### config.mk
export PLATFORM = sky130hd
export DESIGN_NAME = i2f_32_pipe_flat
export DESIGN_NICKNAME = d
export VERILOG_FILES = /design/src/rtl/fp32_pkg.sv /design/src/rtl/i2f_32_pipe_if.sv /design/src/rtl/lzc32.sv /design/src/rtl/i2f_32_pipe.sv /design/src/flat_wrapper.sv
export SDC_FILE = /design/constraint.sdc
export NUM_CORES = 1
export LEC_CHECK = 0
export ABC_CLOCK_PERIOD_IN_PS = 5400
export CAP_MARGIN = 20
export CORE_UTILIZATION = 40
export CTS_CLUSTER_DIAMETER = 120
export DETAILED_ROUTE_END_ITERATION = 8
export PLACE_DENSITY_LB_ADDON = 0.15
export REMOVE_ABC_BUFFERS = 1
export SLEW_MARGIN = 30
export SYNTH_ARGS = -nofsm -noshare
export SYNTH_HDL_FRONTEND = slang
export SYNTH_SLANG_ARGS = --single-unit
### constraint.sdc
create_clock -name clk -period 5.4 [get_ports clk]
set_clock_uncertainty 0.2 [all_clocks]
set_input_delay 1.35 -clock clk [delete_from_list [all_inputs] [get_ports clk]]
set_output_delay 1.35 -clock clk [all_outputs]
set_load 0.005 [all_outputs]
### src/rtl/fp32_pkg.sv
// fp32_pkg: single-precision field layout and constants shared by the int<->float converters.
package fp32_pkg;
    typedef struct packed {
        logic        sign;
        logic [7:0]  exp;
        logic [22:0] frac;
    } fp32_t;
    localparam int EXP_BIAS       = 127;
    localparam int EXP_W          = 8;
    localparam int FRAC_W         = 23;
    localparam int INT2F_EXP_BASE = 158;
endpackage

### src/rtl/i2f_32_pipe_if.sv
// i2f_32_pipe_if: input and output valid/ready handshakes of the int->float converter.
interface i2f_32_pipe_if;
    logic        in_valid, in_ready, out_valid, out_ready, p_lost;
    logic [31:0] a, d;
    modport master (output in_valid, a, out_ready, input in_ready, out_valid, d, p_lost);
    modport slave  (input in_valid, a, out_ready, output in_ready, out_valid, d, p_lost);
endinterface

### src/rtl/lzc32.sv
// lzc32: combinational leading-zero counter; an all-zero input reports 0 with zero_o set.
module lzc32 (
    input  logic [31:0] in_i,
    output logic [4:0]  cnt_o,
    output logic        zero_o
);
    always_comb begin
        cnt_o = 5'd0;
        for (int i = 0; i < 32; i++) if (in_i[i]) cnt_o = 5'(31 - i);
    end
    assign zero_o = ~|in_i;
endmodule

### src/rtl/i2f_32_pipe.sv
// i2f_32_pipe: 3-stage elastic int32 -> fp32 converter, round-to-nearest-even.
// Optional sticky inexact flag with flag_clr/p_lost_acc when I2F_STICKY_EN is defined.
module i2f_32_pipe
    import fp32_pkg::*;
#(
    parameter bit SIGNED_IN = 1'b1
) (
    input  logic          clk,
    input  logic          rst_n,
`ifdef I2F_STICKY_EN
    input  logic          flag_clr,
    output logic          p_lost_acc,
`endif
    i2f_32_pipe_if.slave  io
);
    logic        v1_q, v2_q, v3_q, ld1, ld2, ld3;
    logic        sign1_d, sign1_q, sign2_q, zero2_d, zero2_q, lost3_d, lost3_q;
    logic [31:0] mag1_d, mag1_q, norm2_d, norm2_q;
    logic [4:0]  lz2_d, lz2_q;
    logic [23:0] mant;
    logic        g, s, rnd;
    logic [24:0] m25;
    logic [7:0]  exp3;
    fp32_t       res3_d, res3_q;
    // A stage may load when it is empty or its contents move on this edge.
    assign ld3          = ~v3_q | io.out_ready;
    assign ld2          = ~v2_q | ld3;
    assign ld1          = ~v1_q | ld2;
    assign io.in_ready  = ld1;
    assign io.out_valid = v3_q;
    assign io.d         = res3_q;
    assign io.p_lost    = lost3_q;
    assign sign1_d = SIGNED_IN & io.a[31];
    assign mag1_d  = sign1_d ? -io.a : io.a;
    lzc32 u_lzc (.in_i(mag1_q), .cnt_o(lz2_d), .zero_o(zero2_d));
    assign norm2_d = mag1_q << lz2_d;
    assign mant    = norm2_q[31:8];
    assign g       = norm2_q[7];
    assign s       = |norm2_q[6:0];
    assign rnd     = g & (s | mant[0]);
    assign m25     = {1'b0, mant} + 25'(rnd);
    // A mantissa carry leaves m25[22:0] zero, so only the exponent needs bumping.
    assign exp3    = 8'(INT2F_EXP_BASE - int'(lz2_q) + int'(m25[24]));
    assign res3_d  = zero2_q ? '0 : {sign2_q, exp3, m25[22:0]};
    assign lost3_d = ~zero2_q & (g | s);
    always_ff @(posedge clk or negedge rst_n) begin
        if (!rst_n) begin
            {v1_q, v2_q, v3_q}       <= '0;
            {sign1_q, sign2_q}       <= '0;
            {zero2_q, lost3_q}       <= '0;
            {mag1_q, norm2_q, lz2_q} <= '0;
            res3_q                   <= '0;
        end else begin
            if (ld1) begin
                v1_q <= io.in_valid;
                if (io.in_valid) {sign1_q, mag1_q} <= {sign1_d, mag1_d};
            end
            if (ld2) begin
                v2_q <= v1_q;
                if (v1_q) {sign2_q, zero2_q, lz2_q, norm2_q} <= {sign1_q, zero2_d, lz2_d, norm2_d};
            end
            if (ld3) begin
                v3_q <= v2_q;
                if (v2_q) {res3_q, lost3_q} <= {res3_d, lost3_d};
            end
        end
    end
`ifdef I2F_STICKY_EN
    logic p_lost_acc_q;
    always_ff @(posedge clk or negedge rst_n) begin
        if (!rst_n) p_lost_acc_q <= 1'b0;
        else p_lost_acc_q <= flag_clr ? 1'b0 : p_lost_acc_q | (v3_q & io.out_ready & lost3_q);
    end
    assign p_lost_acc = p_lost_acc_q;
`endif
endmodule
### src/flat_wrapper.sv
// flat-port wrapper written by rule: the top's interface ports become plain ports
module i2f_32_pipe_flat import fp32_pkg::*;
#(
    parameter bit SIGNED_IN = 1'b1
)
  (clk, rst_n, io_in_valid, io_a, io_out_ready, io_in_ready, io_out_valid, io_d, io_p_lost);
  i2f_32_pipe_if io_i ();
  input  logic clk;
  input  logic rst_n;
  input wire logic [$bits(io_i.in_valid)-1:0] io_in_valid;
  input wire logic [$bits(io_i.a)-1:0] io_a;
  input wire logic [$bits(io_i.out_ready)-1:0] io_out_ready;
  output wire logic [$bits(io_i.in_ready)-1:0] io_in_ready;
  output wire logic [$bits(io_i.out_valid)-1:0] io_out_valid;
  output wire logic [$bits(io_i.d)-1:0] io_d;
  output wire logic [$bits(io_i.p_lost)-1:0] io_p_lost;
  assign io_i.in_valid = io_in_valid;
  assign io_i.a = io_a;
  assign io_i.out_ready = io_out_ready;
  assign io_in_ready = io_i.in_ready;
  assign io_out_valid = io_i.out_valid;
  assign io_d = io_i.d;
  assign io_p_lost = io_i.p_lost;
  i2f_32_pipe #(.SIGNED_IN(SIGNED_IN)) u_core (.clk(clk), .rst_n(rst_n), .io(io_i));
endmodule
After elaboration in Yosys (flattened, before gate mapping):

Cells that the tools add are included.

* $add $sub $neg: 4
* shifts and indexed selects: 1
* muxes and demuxes: 34
* bitwise gates (word level): 11
* reduce and logical (&&, ||, !) cells: 6

Operators by type and width (number)
* 5-bit two-way mux: 32
* 32-bit two-way mux: 2
* 32-bit negation: 1
* 32-bit OR reduction: 1
* 32-bit by 5-bit left shift with 32-bit output: 1
* 24-bit by 1-bit adder with 25-bit output: 1
* 8-bit by 2-bit adder with 8-bit output: 1
* 8-bit by 5-bit subtractor with 8-bit output (first input constant): 1
* 7-bit OR reduction: 1
* 2-bit AND reduction: 3
* 1-bit OR: 5
* 1-bit inverter: 4
* 1-bit AND: 2
* 1-bit logical NOT: 1

* register bits after elaboration: 108
* bits of input ports: 36
* output and inout port bits: 35
* word-level logic and storage cells: 69

Logic depth before layout (Yosys ltp):

Gate-level depths: netlist (run 1).

* word-level depth: 33
* gate-level depth with buffers: 16
* depth with buffers taken out: 15

Hierarchy:

From an unflattened synthesis (run 1), not the netlist that was laid out.

* cell total of the unflattened synthesis: 792
* area, all modules: 7283.2 um^2

Modules (own cells, without submodules)
* i2f_32_pipe: times used 1, cells each 723, area each 6902.9 um^2, sequential area each 2702.6 um^2
* lzc32: times used 1, cells each 69, area each 380.4 um^2, sequential area each 0.0 um^2

Worst setup path after synthesis (run 1):

OpenSTA, ideal clock, no wires.

* path type: input to register
* start: input io_a[8]
* end: register u_core.mag1_q[29]
* library setup time: 0.131 ns
* arrival: 3.781 ns
* data required time: 5.069 ns
* slack: 1.288 ns
* stages: 9
* buffers on the path: 0
* path through: or4_4 or3_1 or3_4 or3_4 or2_4 nand2b_4 o31ai_4 xor2_1 o21ai_1

* longest elaborated chain between the ends: 2

RTL lines
* start: declaration: line flat_wrapper.sv:11 `input wire logic [$bits(io_i.a)-1:0] io_a;`
* 32-bit negation: line i2f_32_pipe.sv:34 `assign mag1_d = sign1_d ? -io.a : io.a;`
* 32-bit two-way mux: line i2f_32_pipe.sv:34
* end signal: assignment: line i2f_32_pipe.sv:56 `if (io.in_valid) {sign1_q, mag1_q} <= {sign1_d, mag1_d};`
* end: declaration: line i2f_32_pipe.sv:18 `logic [31:0] mag1_d, mag1_q, norm2_d, norm2_q;`

Every way passes these cells.
A chain may end at the register's enable or synchronous reset.

Worst setup path after layout (run 1):

* start: input io_a[8]
* end: register u_core.mag1_q[27]

The elaborated chain is that of the path after synthesis.

==> metrics.txt, run 1 <==
status=complete, no violations; register area=2700 µm²; Startpoint Class=input port; CTS resizes=0; Net Sw Frac=39.5%; worst skew pair latency=0.37 ns; Post-CTS Hold Buffers=0; Post-CTS Setup Repair Bufs=0; CP max stage cell=or4_4; Worst-path clk slew=0.08 ns; Yosys warning count=0; crit-path most repeated cell=or3_4; final WL=18300 µm; number of synthesized flops with an enable pin=0; Reg power frac=39.6%; critical path class=in -> reg; Net Switching=1310 µW; total clock sinks=108; CTS Buffer Depth=2; Multi-input gate area=3820 µm²; Top Ports=71; Final ANT Viol Nets=0; Seq/Total Area, Yosys=40.0%; post-route insts no fill=1037; Residual DRC=0; Final nets=853; setup TNS=0 ns; Rel. slew slack=40.5%; slew of the pin with the lowest slew margin=0.893 ns; Port Buffer Count=70; crit-path cells=clkdlybuf4s50_1, or4_4, or3_1, or3_4, or3_4, or2_4, nand2b_4, o41ai_4, xor2_1, o21ai_1; Lkg Pwr=0.00330 µW; Final Cycle Share=80.4%; Gate power share=40.6%; CTS tree=done; diode count=0; H-tree level count=3; Int Power=2010 µW; Critical Path Stages=10; Max Transition Viols Final=0; min cycle time layout=4.34 ns; Vias=5897; Critical Path RT=5.43 ns; ys async rst share=100%; Mapped Avg Cell Area=8.75 µm²; grt ovf=0; core area=16500 µm²; pwr dens=421 nW/µm²; HPWL Detailed=13600 µm; Setup crit end kind=flop; layout cell share with drive strength beyond 1=5.39%; GP Congestion=0.883; Critical Path Max Stage Delay=0.56 ns; drt pass-1 iters=5; Die ar.=17400 µm²; Max-Cap Viols=0; First DRT Iteration DRCs=361; global-route wire length before repair=30100 µm; Synth Flop Type=dfrtp_1; HP Class=reg -> reg; placed cell count=1021; initial antenna violation count=0; worst-path fanout max=4; Cell Area, Synth=6750 µm²; Die H=132 µm; vias per inst=5.69; Syn-to-layout area delta=16.9%; Final Setup Violations=0; Avg WL per Cell=17.6 µm; post-synthesis register bit count=108; root buffer cell=clkbuf_16; Synth cell types=59; Clock power frac=19.7%; fmax=230 MHz; worst-case reg-to-reg path depth=7; RSZ-0062 raised after global routing=false; largest net degree at the start of global routing=71; Initial Utilization=40.9%; post-synthesis cell count=772; cell family with most CP delay=simple AND/OR/NAND/NOR gates; Worst Path Arrival=4.37 ns; WP buf/inv=1; Cell Rows=47; Filler Cell Count=1604; die width=132 µm; Peak VDD IR=182 µV; Hold Path Depth=2; CTS buffer count=9; vias in the first global route=5687; final hold violations=0; gr usage total=21.7%
-- metrics by stage --
| step | util, % | power, µW | setup slack [ns] | instance area [µm²] | hold slack (ns) |
|---|---|---|---|---|---|
| after floorplan | - | 2090 | 0.984 | 6570 | 0.233 |
| after global placement | 46.0 | 2660 | 0.719 | 7600 | 0.258 |
| after detailed placement | 46.0 | 2680 | 0.672 | 7600 | 0.270 |
| after CTS | 47.7 | 3340 | 1.06 | 7880 | 0.287 |
| after global routing | 47.8 | 3550 | 0.948 | 7890 | 0.306 |
| final | 47.8 | 3320 | 1.06 | 7890 | 0.280 |
-- layout make-up --
type	instances	share of cell area [%]
tap	220	3.49
clock inverter	7	0.761
multi-input combinational	601	48.4
sequential	108	34.2
timing repair buffer	78	9.59
clock buffer	9	2.85
inverter	14	0.666
-- logic make-up after synthesis --
family	Yosys count	synth area share, %
flip-flops	108	40.0
buffers and inverters	63	3.54
adder cells (fa/ha/maj)	5	0.926
multiplexers	55	8.24
AO/OA/AOI/OAI	215	21.5
AND/OR/NAND/NOR	273	18.9
XOR/XNOR	53	6.87
-- power by group through the flow --
stage                     Combinational [µW]  Clock, µW  Sequential, µW
final                                   1350        655            1320
after global routing                    1480        709            1360
after CTS                               1350        672            1320
after detailed placement                1350          0            1330
after global placement                  1340          0            1310
after floorplan                          823          0            1270
-- worst paths after layout --
check                                  from                 end  slack, ns
setup / recovery                    io_a[8]   u_core.mag1_q[27]       1.06
hold / removal              u_core.io.d[15]     u_core.io.d[15]       0.28
setup reg to reg           u_core.mag1_q[0]  u_core.norm2_q[14]       1.66
hold reg to reg             u_core.io.d[15]     u_core.io.d[15]       0.28
max in group asynchronous             rst_n    u_core.mag1_q[8]       3.27
min in group asynchronous             rst_n     u_core.io.d[28]       0.79
-- registers in the layout, indices dropped and copies added (netlist names) --
register	cells
u_core.sign1_q	1
u_core.io.p_lost	1
u_core.io.d	32
u_core.io.out_valid	1
u_core.zero2_q	1
u_core.lz2_q	5
u_core.v1_q	1
u_core.sign2_q	1
u_core.mag1_q	32
u_core.v2_q	1
u_core.norm2_q	32
-- cell usage after synthesis, types with 5 or more instances --
cell type | n | area (µm²)
a21o_1 | 5 | 37.5
a21oi_1 | 22 | 110
a22oi_1 | 12 | 90.1
a31oi_1 | 5 | 31.3
a32o_1 | 6 | 60.1
and2_1 | 5 | 31.3
and3_1 | 10 | 62.6
buf_1 | 8 | 30.0
clkbuf_1 | 39 | 146
dfrtp_1 | 108 | 2700
ha_1 | 5 | 62.6
inv_1 | 14 | 52.6
mux2_2 | 5 | 56.3
mux2i_1 | 50 | 500
nand2_1 | 136 | 510
nand2b_1 | 11 | 68.8
nand3_1 | 18 | 90.1
nand4_1 | 9 | 56.3
nor2_1 | 38 | 143
nor2b_1 | 6 | 37.5
nor3_1 | 10 | 50.1
nor4_1 | 8 | 50.1
o211ai_1 | 7 | 52.6
o21a_1 | 5 | 37.5
o21ai_0 | 79 | 395
o221ai_1 | 8 | 70.1
o22ai_1 | 5 | 31.3
o31ai_1 | 18 | 135
or2_2 | 5 | 31.3
or3_1 | 5 | 31.3
or4_1 | 5 | 37.5
xnor2_1 | 13 | 114
xor2_1 | 40 | 350
-- worst reg2reg max path, stage by stage (launching register included) --
cell	delay, ns
dfrtp_1	0.48
nor4_1	0.64
o2111ai_1	0.23
a31oi_1	0.40
or2_2	0.68
mux2i_1	0.63
nor2_1	0.10
a221o_1	0.27
-- metal layers --
layer,GRT usage (%),vias up,wire length [µm]
li1,-,2901,-
met1,28.1,2849,8400
met2,37.1,125,8970
met3,3.65,22,569
met4,6.46,0,321
met5,0,-,0
-- layout by cell type, fill, tap and decap left out, types with 6 or more instances in the layout --
| cell | synthesis | layout |
|---|---|---|
| nand2_1 | 136 | 136 |
| dfrtp_1 | 108 | 108 |
| o21ai_0 | 79 | 78 |
| clkdlybuf4s50_1 | 0 | 68 |
| mux2i_1 | 50 | 50 |
| xor2_1 | 40 | 40 |
| nor2_1 | 38 | 37 |
| a21oi_1 | 22 | 22 |
| nand3_1 | 18 | 18 |
| o31ai_1 | 18 | 18 |
| inv_1 | 14 | 14 |
| xnor2_1 | 13 | 13 |
| a22oi_1 | 12 | 12 |
| nand2b_1 | 11 | 11 |
| nor3_1 | 10 | 10 |
| and3_1 | 10 | 10 |
| nand4_1 | 9 | 9 |
| clkbuf_16 | 0 | 9 |
| o221ai_1 | 8 | 8 |
| nor4_1 | 8 | 8 |
| buf_4 | 0 | 8 |
| o211ai_1 | 7 | 7 |
| a32o_1 | 6 | 6 |
| nor2b_1 | 6 | 6 |
Power figures use the tool's default switching activity.
==> run 2: changes to the inputs <==
Settings changed: ABC_CLOCK_PERIOD_IN_PS 5400 to 3900.
Clock period 5.4 ns to 3.9 ns, I/O delays scaled along.
==> metrics.txt, run 2 (same netlist as run 1, synthesis figures left out) <==
Setup crit end kind=flop; CTS buffer count=9; layout cell share with drive strength beyond 1=9.38%; Max Transition Viols Final=0; Filler Cell Count=1566; HP Class=reg -> reg; Die ar.=17400 µm²; Startpoint Class=input port; Reg-to-Reg Start=u_core.norm2_q[2]; Setup crit end=u_core.mag1_q[29]; Rel. slew slack=56.5%; vias in the first global route=5883; gr usage total=22.1%; Cell Rows=47; Top Ports=71; First DRT Iteration DRCs=327; WP buf/inv=2; min cycle time layout=3.73 ns; Avg WL per Cell=17.2 µm; Final Setup Violations=0; grt ovf=0; Critical Path Max Stage Delay=0.54 ns; GP Congestion=0.893; worst skew pair latency=0.36 ns; Lkg Pwr=0.00354 µW; Peak VDD IR=239 µV; placed cell count=1056; Final nets=889; final hold violations=0; H-tree level count=3; Total Power=4750 µW; Worst-path clk slew=0.07 ns; Hold Path Depth=2; Worst Path Arrival=3.78 ns; diode count=0; worst-path fanout max=3; final WL=18500 µm; Post-CTS Hold Buffers=0; worst-case reg-to-reg path depth=14; cell family with most CP delay=simple AND/OR/NAND/NOR gates; Initial Utilization=40.9%; most frequent cells in the layout=136 x nand2_1, 108 x dfrtp_1, 78 x o21ai_0; Residual DRC=0; status=complete, no violations; critical path class=in -> reg; final core utilization=49.9%; CTS tree=done; root buffer cell=clkbuf_16; Final Cycle Share=95.7%; crit-path most repeated cell=or3_4; core area=16500 µm²; global-route wire length before repair=30700 µm; pwr dens=575 nW/µm²; drt pass-1 iters=5; Multi-input gate area=3820 µm²; CP startpoint=io_a[7]; die width=132 µm; Cell Area, Placed=7890 µm²; slew of the pin with the lowest slew margin=0.653 ns; CP max stage cell=or4_4; RSZ-0062 raised after global routing=false; Critical Path Stages=11; Die H=132 µm; vias per inst=5.57; worst r2r dst=u_core.io.d[29]; commonest non-fill, non-tap cell in the layout=nand2_1; initial antenna violation count=0; Port Buffer Count=70; CTS Buffer Depth=2; design area=8250 µm²; fmax=268 MHz; largest net degree at the start of global routing=61; crit-path cells=dlymetal6s2s_1, or4_4, or3_4, or3_4, or3_4, or2_4, nand2b_4, buf_12, o31ai_4, xor2_1, o21ai_1; Final ANT Viol Nets=0; setup TNS=0 ns; HPWL Detailed=14100 µm; total clock sinks=108; Max-Cap Viols=0; FF-to-FF setup slack=0.34 ns; Critical Path RT=3.95 ns; Syn-to-layout area delta=22.2%; post-route insts no fill=1073; register area=2700 µm²; Vias=5978
==> run 2: changes by cell type in the layout (fill, tap and decap cells not counted), sizes merged <==
cell           change
buf               +35
dlymetal6s2s       +4
clkdlybuf4s50      -3
bufinv             +1
clkbuf             +1
clkinv             -1
clkinvlp           -1
==> run 2: metrics by stage <==
stage / hold WS [ns] / setup slack (ns)
2_1_floorplan: 0.233 / -0.516
3_3_place_gp: 0.263 / -0.336
3_5_place_dp: 0.268 / -0.384
4_1_cts: 0.287 / 0.00511
5_1_grt: 0.313 / 0.0582
6_report: 0.278 / 0.168
==> run 2: how the worst min path moves through the flow <==
stage	startpoint	endpoint
finish	u_core.io.d[5]	u_core.io.d[5]
global placement	u_core.io.d[4]	u_core.io.d[4]
CTS	u_core.io.d[29]	u_core.io.d[29]
global route	u_core.io.d[4]	u_core.io.d[4]
floorplan	u_core.sign1_q	u_core.sign2_q
detailed placement	u_core.io.d[29]	u_core.io.d[29]
==> run 2: cell type report <==
type / count / area share (%)
Inverter: 14 / 0.637
Clock buffer: 10 / 2.90
Tap cell: 220 / 3.34
Timing Repair Buffer: 114 / 13.0
Clock inverter: 6 / 1.00
Sequential cell: 108 / 32.8
Multi-Input combinational cell: 601 / 46.3
==> run 2: repair_timing <==
action,4_1_cts,5_1_grt
buffers inserted,0,1
gates resized for setup,0,6
setup endpoints to repair,0,9
hold endpoints to repair,0,0
==> run 2: routing by layer <==
layer  GRT usage [%]  vias up  wire length [µm]
met1            28.3     2866              8460
met2            38.2      126              9050
met3            2.35       23               510
li1                -     2963                 -
met4            8.85        0               429
met5               0        -                 0
==> run 2: report_power, final <==
| group | internal [µW] | leakage [µW] | total, µW | switching, µW |
|---|---|---|---|---|
| clock network | 529 | 0.000154 | 977 | 448 |
| logic | 929 | 0.00204 | 1950 | 1020 |
| registers | 1470 | 0.00134 | 1820 | 349 |
| total | 2930 | 0.00354 | 4750 | 1820 |
==> run 2: tightest hold or removal path: stages (launching register included) <==
cell and delay, ns:
dfrtp_1 0.34, nand2_1 0.04, o21ai_0 0.05
